<file path="src/rtl/pdm_cic_decimator.sv">
// CIC decimator: 1-bit PDM stream in, signed fixed-point samples out at 1/2**LOG2_DECIM rate.
// Integrators run on every PDM strobe; combs run once per decimated sample, fully pipelined.
module pdm_cic_decimator #(
  parameter int unsigned ORDER      = 4,
  parameter int unsigned LOG2_DECIM = 4,
  parameter int unsigned OUT_W      = 16
) (
  input  logic                    clk_in,
  input  logic                    rst_in,
  input  logic                    pdm_valid_in,
  input  logic                    pdm_bit_in,
  output logic                    sample_valid_out,
  output logic signed [OUT_W-1:0] sample_out,
  output logic                    clip_out
);

  localparam int unsigned REG_W = ORDER * LOG2_DECIM + 2;
  localparam int          SHIFT = int'(ORDER * LOG2_DECIM + 1) - int'(OUT_W);
  localparam int          NST   = int'(ORDER);

  if (SHIFT < 0) begin : g_bad_shift
    $error("pdm_cic_decimator: OUT_W too wide for ORDER*LOG2_DECIM+1");
  end
  if (ORDER < 1 || ORDER > 6) begin : g_bad_order
    $error("pdm_cic_decimator: ORDER must be 1..6");
  end

  // Saturation bounds expressed at the internal register width
  localparam logic signed [REG_W-1:0] SAT_MAX = {{(REG_W-OUT_W+1){1'b0}}, {(OUT_W-1){1'b1}}};
  localparam logic signed [REG_W-1:0] SAT_MIN = {{(REG_W-OUT_W+1){1'b1}}, {(OUT_W-1){1'b0}}};

  logic [REG_W-1:0]      integ_q [ORDER];
  logic [LOG2_DECIM-1:0] cnt_q;
  logic                  dec_q;
  logic [REG_W-1:0]      cap_q;
  logic                  cap_vld_q;
  logic [REG_W-1:0]      comb_q    [ORDER];
  logic [REG_W-1:0]      comb_prev_q [ORDER];
  logic                  comb_vld_q [ORDER];

  logic [REG_W-1:0]        in_map;
  logic [REG_W-1:0]        comb_in  [ORDER];
  logic                    comb_vin [ORDER];
  logic signed [REG_W-1:0] shifted;
  logic signed [OUT_W-1:0] sample_d;
  logic                    clip_d;

  // +1 for a one bit, -1 (all ones) for a zero bit
  assign in_map = pdm_bit_in ? REG_W'(1) : '1;

  // Integrator cascade; each stage adds the previous stage's registered value (wrap intended)
  always_ff @(posedge clk_in) begin
    if (rst_in) begin
      for (int k = 0; k < NST; k++) integ_q[k] <= '0;
    end else if (pdm_valid_in) begin
      integ_q[0] <= integ_q[0] + in_map;
      for (int k = 1; k < NST; k++) integ_q[k] <= integ_q[k] + integ_q[k-1];
    end
  end

  // Decimation counter; flags the strobe that completes a frame
  always_ff @(posedge clk_in) begin
    if (rst_in) begin
      cnt_q <= '0;
      dec_q <= 1'b0;
    end else begin
      dec_q <= pdm_valid_in && (cnt_q == '1);
      if (pdm_valid_in) cnt_q <= cnt_q + 1'b1;
    end
  end

  // Capture the last integrator one cycle after the decimating strobe updated it
  always_ff @(posedge clk_in) begin
    if (rst_in) begin
      cap_q     <= '0;
      cap_vld_q <= 1'b0;
    end else begin
      cap_vld_q <= dec_q;
      if (dec_q) cap_q <= integ_q[NST-1];
    end
  end

  // Comb stage inputs: stage 0 takes the captured sample, stage k the output of stage k-1
  always_comb begin
    comb_in[0]  = cap_q;
    comb_vin[0] = cap_vld_q;
    for (int k = 1; k < NST; k++) begin
      comb_in[k]  = comb_q[k-1];
      comb_vin[k] = comb_vld_q[k-1];
    end
  end

  // Comb pipeline, one differentiator per cycle; delay elements advance only on valid
  always_ff @(posedge clk_in) begin
    if (rst_in) begin
      for (int k = 0; k < NST; k++) begin
        comb_q[k]      <= '0;
        comb_prev_q[k] <= '0;
        comb_vld_q[k]  <= 1'b0;
      end
    end else begin
      for (int k = 0; k < NST; k++) begin
        comb_vld_q[k] <= comb_vin[k];
        if (comb_vin[k]) begin
          comb_q[k]      <= comb_in[k] - comb_prev_q[k];
          comb_prev_q[k] <= comb_in[k];
        end
      end
    end
  end

  // Scale down by SHIFT and saturate to the output range
  always_comb begin
    shifted  = $signed(comb_q[NST-1]) >>> SHIFT;
    clip_d   = 1'b0;
    sample_d = shifted[OUT_W-1:0];
    if (shifted > SAT_MAX) begin
      sample_d = SAT_MAX[OUT_W-1:0];
      clip_d   = 1'b1;
    end else if (shifted < SAT_MIN) begin
      sample_d = SAT_MIN[OUT_W-1:0];
      clip_d   = 1'b1;
    end
  end

  // Registered output; sample held between pulses, clip only qualified by the pulse
  always_ff @(posedge clk_in) begin
    if (rst_in) begin
      sample_valid_out <= 1'b0;
      sample_out       <= '0;
      clip_out         <= 1'b0;
    end else begin
      sample_valid_out <= comb_vld_q[NST-1];
      clip_out         <= comb_vld_q[NST-1] && clip_d;
      if (comb_vld_q[NST-1]) sample_out <= sample_d;
    end
  end

endmodule

</file>
<file path="config.mk">
export PLATFORM = sky130hd
export DESIGN_NAME = pdm_cic_decimator
export DESIGN_NICKNAME = d
export VERILOG_FILES = /design/src/rtl/pdm_cic_decimator.sv
export SDC_FILE = /design/constraint.sdc
export NUM_CORES = 1
export LEC_CHECK = 0
export CAP_MARGIN = 20
export CORE_MARGIN = 10
export CORE_UTILIZATION = 35
export DETAILED_ROUTE_END_ITERATION = 6
export GPL_ROUTABILITY_DRIVEN = 1
export PLACE_DENSITY_LB_ADDON = 0.1
export SLEW_MARGIN = 30
export SYNTH_ARGS = -nofsm -noshare
export SYNTH_HDL_FRONTEND = slang
export SYNTH_SLANG_ARGS = --single-unit
</file>
<file path="constraint.sdc">
create_clock -name clk_in -period 7.8 [get_ports clk_in]
set_clock_uncertainty 0.15 [all_clocks]
set_input_delay 1.17 -clock clk_in [delete_from_list [all_inputs] [get_ports clk_in]]
set_output_delay 1.17 -clock clk_in [all_outputs]
set_load 0.03 [all_outputs]
</file>
# --- Word level (Yosys, flattened, before mapping) ---
# Memories as Yosys holds them, arrays and structs flattened.
# Index checks and enable logic that the tools add are counted.
word_totals:
  rom_bits: 0
  regBits: 42
  out_inout_bits: 18
  ramBits: 220
  mem_count: 4
  latchBits: 0
  wordCells: 80
  input_bits: 4
memory_table:
  columns: ["name", "depth", "word_bits", "read_ports", "rd_ports_with_merged_regs", "write_ports", "line_no", "text"]
  rows:
  - ["comb_prev_q", 4, 18, 4, 0, 4, "38", "logic [REG_W-1:0] comb_prev_q [ORDER];"]
  - ["comb_q", 4, 18, 4, 0, 4, "37", "logic [REG_W-1:0] comb_q [ORDER];"]
  - ["integ_q", 4, 18, 4, 0, 4, "32", "logic [REG_W-1:0] integ_q [ORDER];"]
  - ["comb_vld_q", 4, 1, 4, 0, 4, "39", "logic comb_vld_q [ORDER];"]
classes:
  shifts: 0
  n_div: 0
  bitwise: 16
  n_reduce_logical: 2
  n_eq_ne: 1
  n_mul: 0
  n_lt_le_gt_ge: 2
  addsub: 9
  muxes: 39
op_table:
  columns: ["operator", "count"]
  rows:
  - ["18-bit 2-to-1 mux", 13]
  - ["18-bit adder", 4]
  - ["18-bit subtractor", 4]
  - ["16-bit 2-to-1 mux", 2]
  - ["1-bit 2-to-1 mux", 24]
  - ["17-bit by 16-bit > comparator with 1-bit output, second input constant", 1]
  - ["17-bit by 16-bit less-than comparator with 1-bit output, second input constant", 1]
  - ["1-bit OR", 16]
  - ["4-bit by 1-bit adder with 4-bit output, second input constant", 1]
  - ["4-bit equality test, second input constant", 1]
  - ["1-bit logical AND", 2]

# --- Depth between registers and ports, before layout ---
logic_depth:
  ltp_word: 4
  mapped_depth: 10

# --- Worst setup path after synthesis ---
# Ideal clock, no wire load.
synth_timing:
  path_type: "input to register"
  startpoint: "input pdm_bit_in"
  endpoint: "memory integ_q[0][16] in the netlist's numbering, data pin"
  required_ps: 7387
  path_stages: 8
  arrival_ps: 2935
  path_slack_ps: 4452
  path_buffers: 0
  cell_sequence: "inv_1 > ha_1 > nor2b_1 > o31a_1 > o21ai_0 > a2bb2oi_1 > o21ai_0 > mux2i_1"
synth_rtl:
  columns: ["item", "line_no", "text"]
  rows:
  - ["start, declared", "11", "input logic pdm_bit_in,"]
  - ["end, declared", "32", null]

==> flow_summary_export.csv <==
group,metric,value,unit
yosys,synth_commonest_cells,"215 x edfxtp_1, 162 x nor2_1, 135 x ha_1, 133 x a21oi_1, 111 x inv_1",
yosys,yosysMostFrequentCell,"edfxtp_1",
grt,grt_start_max_net_pins,69,
sta,whs,0.325,ns
yosys,syn_nets,1758,
critical_path,crit_arrival,3.97,ns
pwr,p_per_area,212,nW/um^2
critical_path,crit_type,"primary input to flip-flop",
critical_path,r2r-start,"comb_q[0][0]",
yosys,synthesis.area,16100,sq um
yosys,ys.flop_type,"edfxtp_1",
cts,cts_resized,0,
die,core,45500,sq um
critical_path,cp_slowest_stage_delay,0.49,ns
placement,io_buffer_count,21,
routing,wl_per_cell,16.0,microns
critical_path,cp_max_fo,16,
yosys,synth-seq-cells,261,
yosys,synth_top_area_share,0.400,
cells_and_area,nets,1764,
yosys,yosysUniqueCellTypes,63,
grt,track_usage,0.126,
critical_path,r2r-end,"comb_q[1][16]",
critical_path,critPathLaunchType,"primary input",
flow_run,cap_violations,0,
yosys,synth_edf_count,215,
critical_path,r2r_slack,4.60,ns
cts,clkTransAtPathRegs,0.06,ns
die,rows,78,
routing,viasPerCell,5.15,
cts,post-cts-setup-buffers,0,
cts,cts_root_buf,"clkbuf_16",
cts,numCtsBuffers,31,
pwr,p_int,2790,uW
sta,tns,0,ns
worst_hold_path,hold_end,"sample_out[3]",
sta,min_period,3.81,ns
cts,insertion_delay,0.57,ns
die,die-area,55100,sq um
critical_path,reg2reg_depth,10,
cts,cts_buffer_depth,3,
worst_hold_path,whs_path_depth,2,
grt,antenna_found_initial,1,
yosys,ys_top_cells_by_area,"edfxtp_1 40%, ha_1 10%, dfxtp_1 5.7%",
grt,grt_pass1_vias,11422,
cells_and_area,instances_no_fill,2242,
routing,drc,0,
grt,grt.overflow.total,0,
sta,finalCritPeriodShare,0.488,
pwr,vdd_drop_max,0.000138,V
cells_and_area,diodes,0,
cts,cts_tree,"built",
pwr,p_leak,0.00738,uW
worst_hold_path,hp-start,"sample_out[3]",
cts,h-tree-depth,1,
pwr,power.switching,1040,uW
worst_hold_path,hold_path_class,"flip-flop to flip-flop",
cells_and_area,syn_to_final_growth,11.8,%
pwr,combPwrFrac,0.163,
critical_path,cpMostUsedCell,"o21ai_0",
yosys,async_reset_ff_frac,0,
cts,cts_num_sinks,261,
yosys,ys_seq_area_frac,0.457,
critical_path,crit_chain,"clkdlybuf4s50_1 -> inv_1 -> ha_1 -> nor2b_1 -> o31a_1 -> o21ai_0 -> a2bb2oi_1 -> o21ai_0 -> mux2i_1",
routing,via_count,11546,
routing,first_pass_iters,5,
critical_path,required,7.97,ns
sta,tightest_slew,0.879,ns
cts,hold_buffers,0,
sta,relSlewSlack,0.414,
pwr,clockPowerShare,0.409,
cells_and_area,drive_above_1_share,0.0451,
placement,dp.cells,2184,
die,die_h,235,microns
critical_path,critPathSlowestCell,"clkdlybuf4s50_1",
routing,postRouteAntennaNets,0,
routing,drt-initial-drc-count,647,
cells_and_area,fill_cells,4520,
die,start_util,0.355,
die,ioPinCount,22,
status,status,"finished, final reports clean",
sta,rsz0062_at_grt,"no",
yosys,yosysWarningCount,0,
yosys,syn_avg_cell_area,10.0,sq um
placement,gp_congestion,0.834,
routing,wirelength,35800,microns
die,die-width,235,microns
yosys,synth_top_cell_by_area,"edfxtp_1",
sta,finalSetupViolations,0,
yosys,synth_cells,1611,
grt,grt_pass1_wl,59300,microns
pwr,swShare,0.271,
sta,fmax,263,MHz
sta,hold_viol,0,
pwr,power_frac_seq,0.427,
placement,post-dp-hpwl,25800,microns
critical_path,endpoint_kind,"flip-flop",
sta,report.final.slew_viol_count,0,
-- sequential cells by signal (all words and copies together) (netlist names) --
signal	count
integ_q	72
dec_q	1
cap_q	18
clip_out	1
comb_vld_q	4
sample_out	16
cap_vld_q	1
comb_prev_q	72
comb_q	71
cnt_q	4
sample_valid_out	1
-- metal layers --
layer / part of all wire / track usage / up-vias
li1: - / - / 5937
met4: 0.018 / 0.0267 / 0
met3: 0.024 / 0.0177 / 40
met2: 0.47 / 0.213 / 99
met5: 0 / 0 / -
met1: 0.49 / 0.167 / 5470
-- critical path, delay by kind of cell --
family / cells / cell delay [ns]
adder cells (fa/ha/maj): 1 / 0.37
multiplexers: 1 / 0.13
AND/OR/NAND/NOR: 1 / 0.17
AO/OA/AOI/OAI: 4 / 1.14
buffers and inverters: 2 / 0.98
-- cell usage in the layout, fill, tap and decap left out, types with 6 or more instances in the layout --
master and instances:
mux2i_1 30, a21o_1 69, dfxtp_1 45, clkdlybuf4s50_1 20, a211oi_1 21, ha_1 135, a21oi_1 133, and3_1 15
o211ai_1 15, o31a_1 7, nand4_1 17, o21bai_1 7, clkbuf_16 31, nor3b_1 19, inv_1 111, fa_1 8
or2_2 6, nand2_1 65, a211o_1 8, nor2b_1 15, edfxtp_1 215, nand3_1 30, nand2b_1 27, xnor2_1 34
o21ai_0 68, nor2_1 162, xor2_1 44, a31oi_1 15, nor3_1 56, o31ai_1 6, o21a_1 27, and2_1 82
bufinv_16 6
-- cell type report --
class | count | area, sq um | area share
clock buffers | 35 | 811 | 0.0449
clock inverters | 23 | 294 | 0.0163
inverters | 111 | 417 | 0.0231
multi-input cells | 1187 | 8160 | 0.452
flip-flops and latches | 261 | 7380 | 0.409
well taps | 600 | 751 | 0.0416
repair buffers | 25 | 248 | 0.0137
-- cell families after synthesis --
| family | after synthesis | share of synthesized area |
|---|---|---|
| muxes | 30 | 0.0186 |
| xor gates and xnor gates | 78 | 0.0423 |
| buffers and inverters | 163 | 0.0381 |
| DFF | 261 | 0.457 |
| AOI/OAI and AO/OA | 425 | 0.171 |
| adders and majority gates | 143 | 0.115 |
| and+or+nand+nor | 511 | 0.159 |
-- metrics by stage --
| step | worst slack [ns] | total power [uW] | util | area [sq um] |
|---|---|---|---|---|
| after floorplan | 4.45 | 2140 | - | 16100 |
| after global placement | 3.47 | 2290 | 0.372 | 16900 |
| after detailed placement | 3.41 | 2290 | 0.373 | 17000 |
| after CTS | 4.02 | 3890 | 0.397 | 18100 |
| after global routing | 3.72 | 4030 | 0.397 | 18100 |
| final | 3.99 | 3830 | 0.397 | 18100 |
-- worst max path at each step --
stage | start | endpoint | slack [ns] | depth (start not counted)
floorplan | pdm_bit_in | integ_q[0][16] | 4.45 | 8
global placement | pdm_bit_in | integ_q[0][16] | 3.47 | 9
global route | pdm_bit_in | integ_q[0][16] | 3.72 | 9
detailed placement | pdm_bit_in | integ_q[0][16] | 3.41 | 9
CTS | pdm_bit_in | integ_q[0][16] | 4.02 | 9
finish | pdm_bit_in | integ_q[0][16] | 3.99 | 9
-- power groups by stage --
stage | Clock (uW) | Combinational, uW | Sequential (uW)
after CTS | 1620 | 629 | 1640
final | 1570 | 626 | 1640
after detailed placement | 0 | 624 | 1670
after global routing | 1680 | 712 | 1650
after floorplan | 0 | 504 | 1640
after global placement | 0 | 620 | 1670
Note: power is estimated with default switching activity, not from simulation.
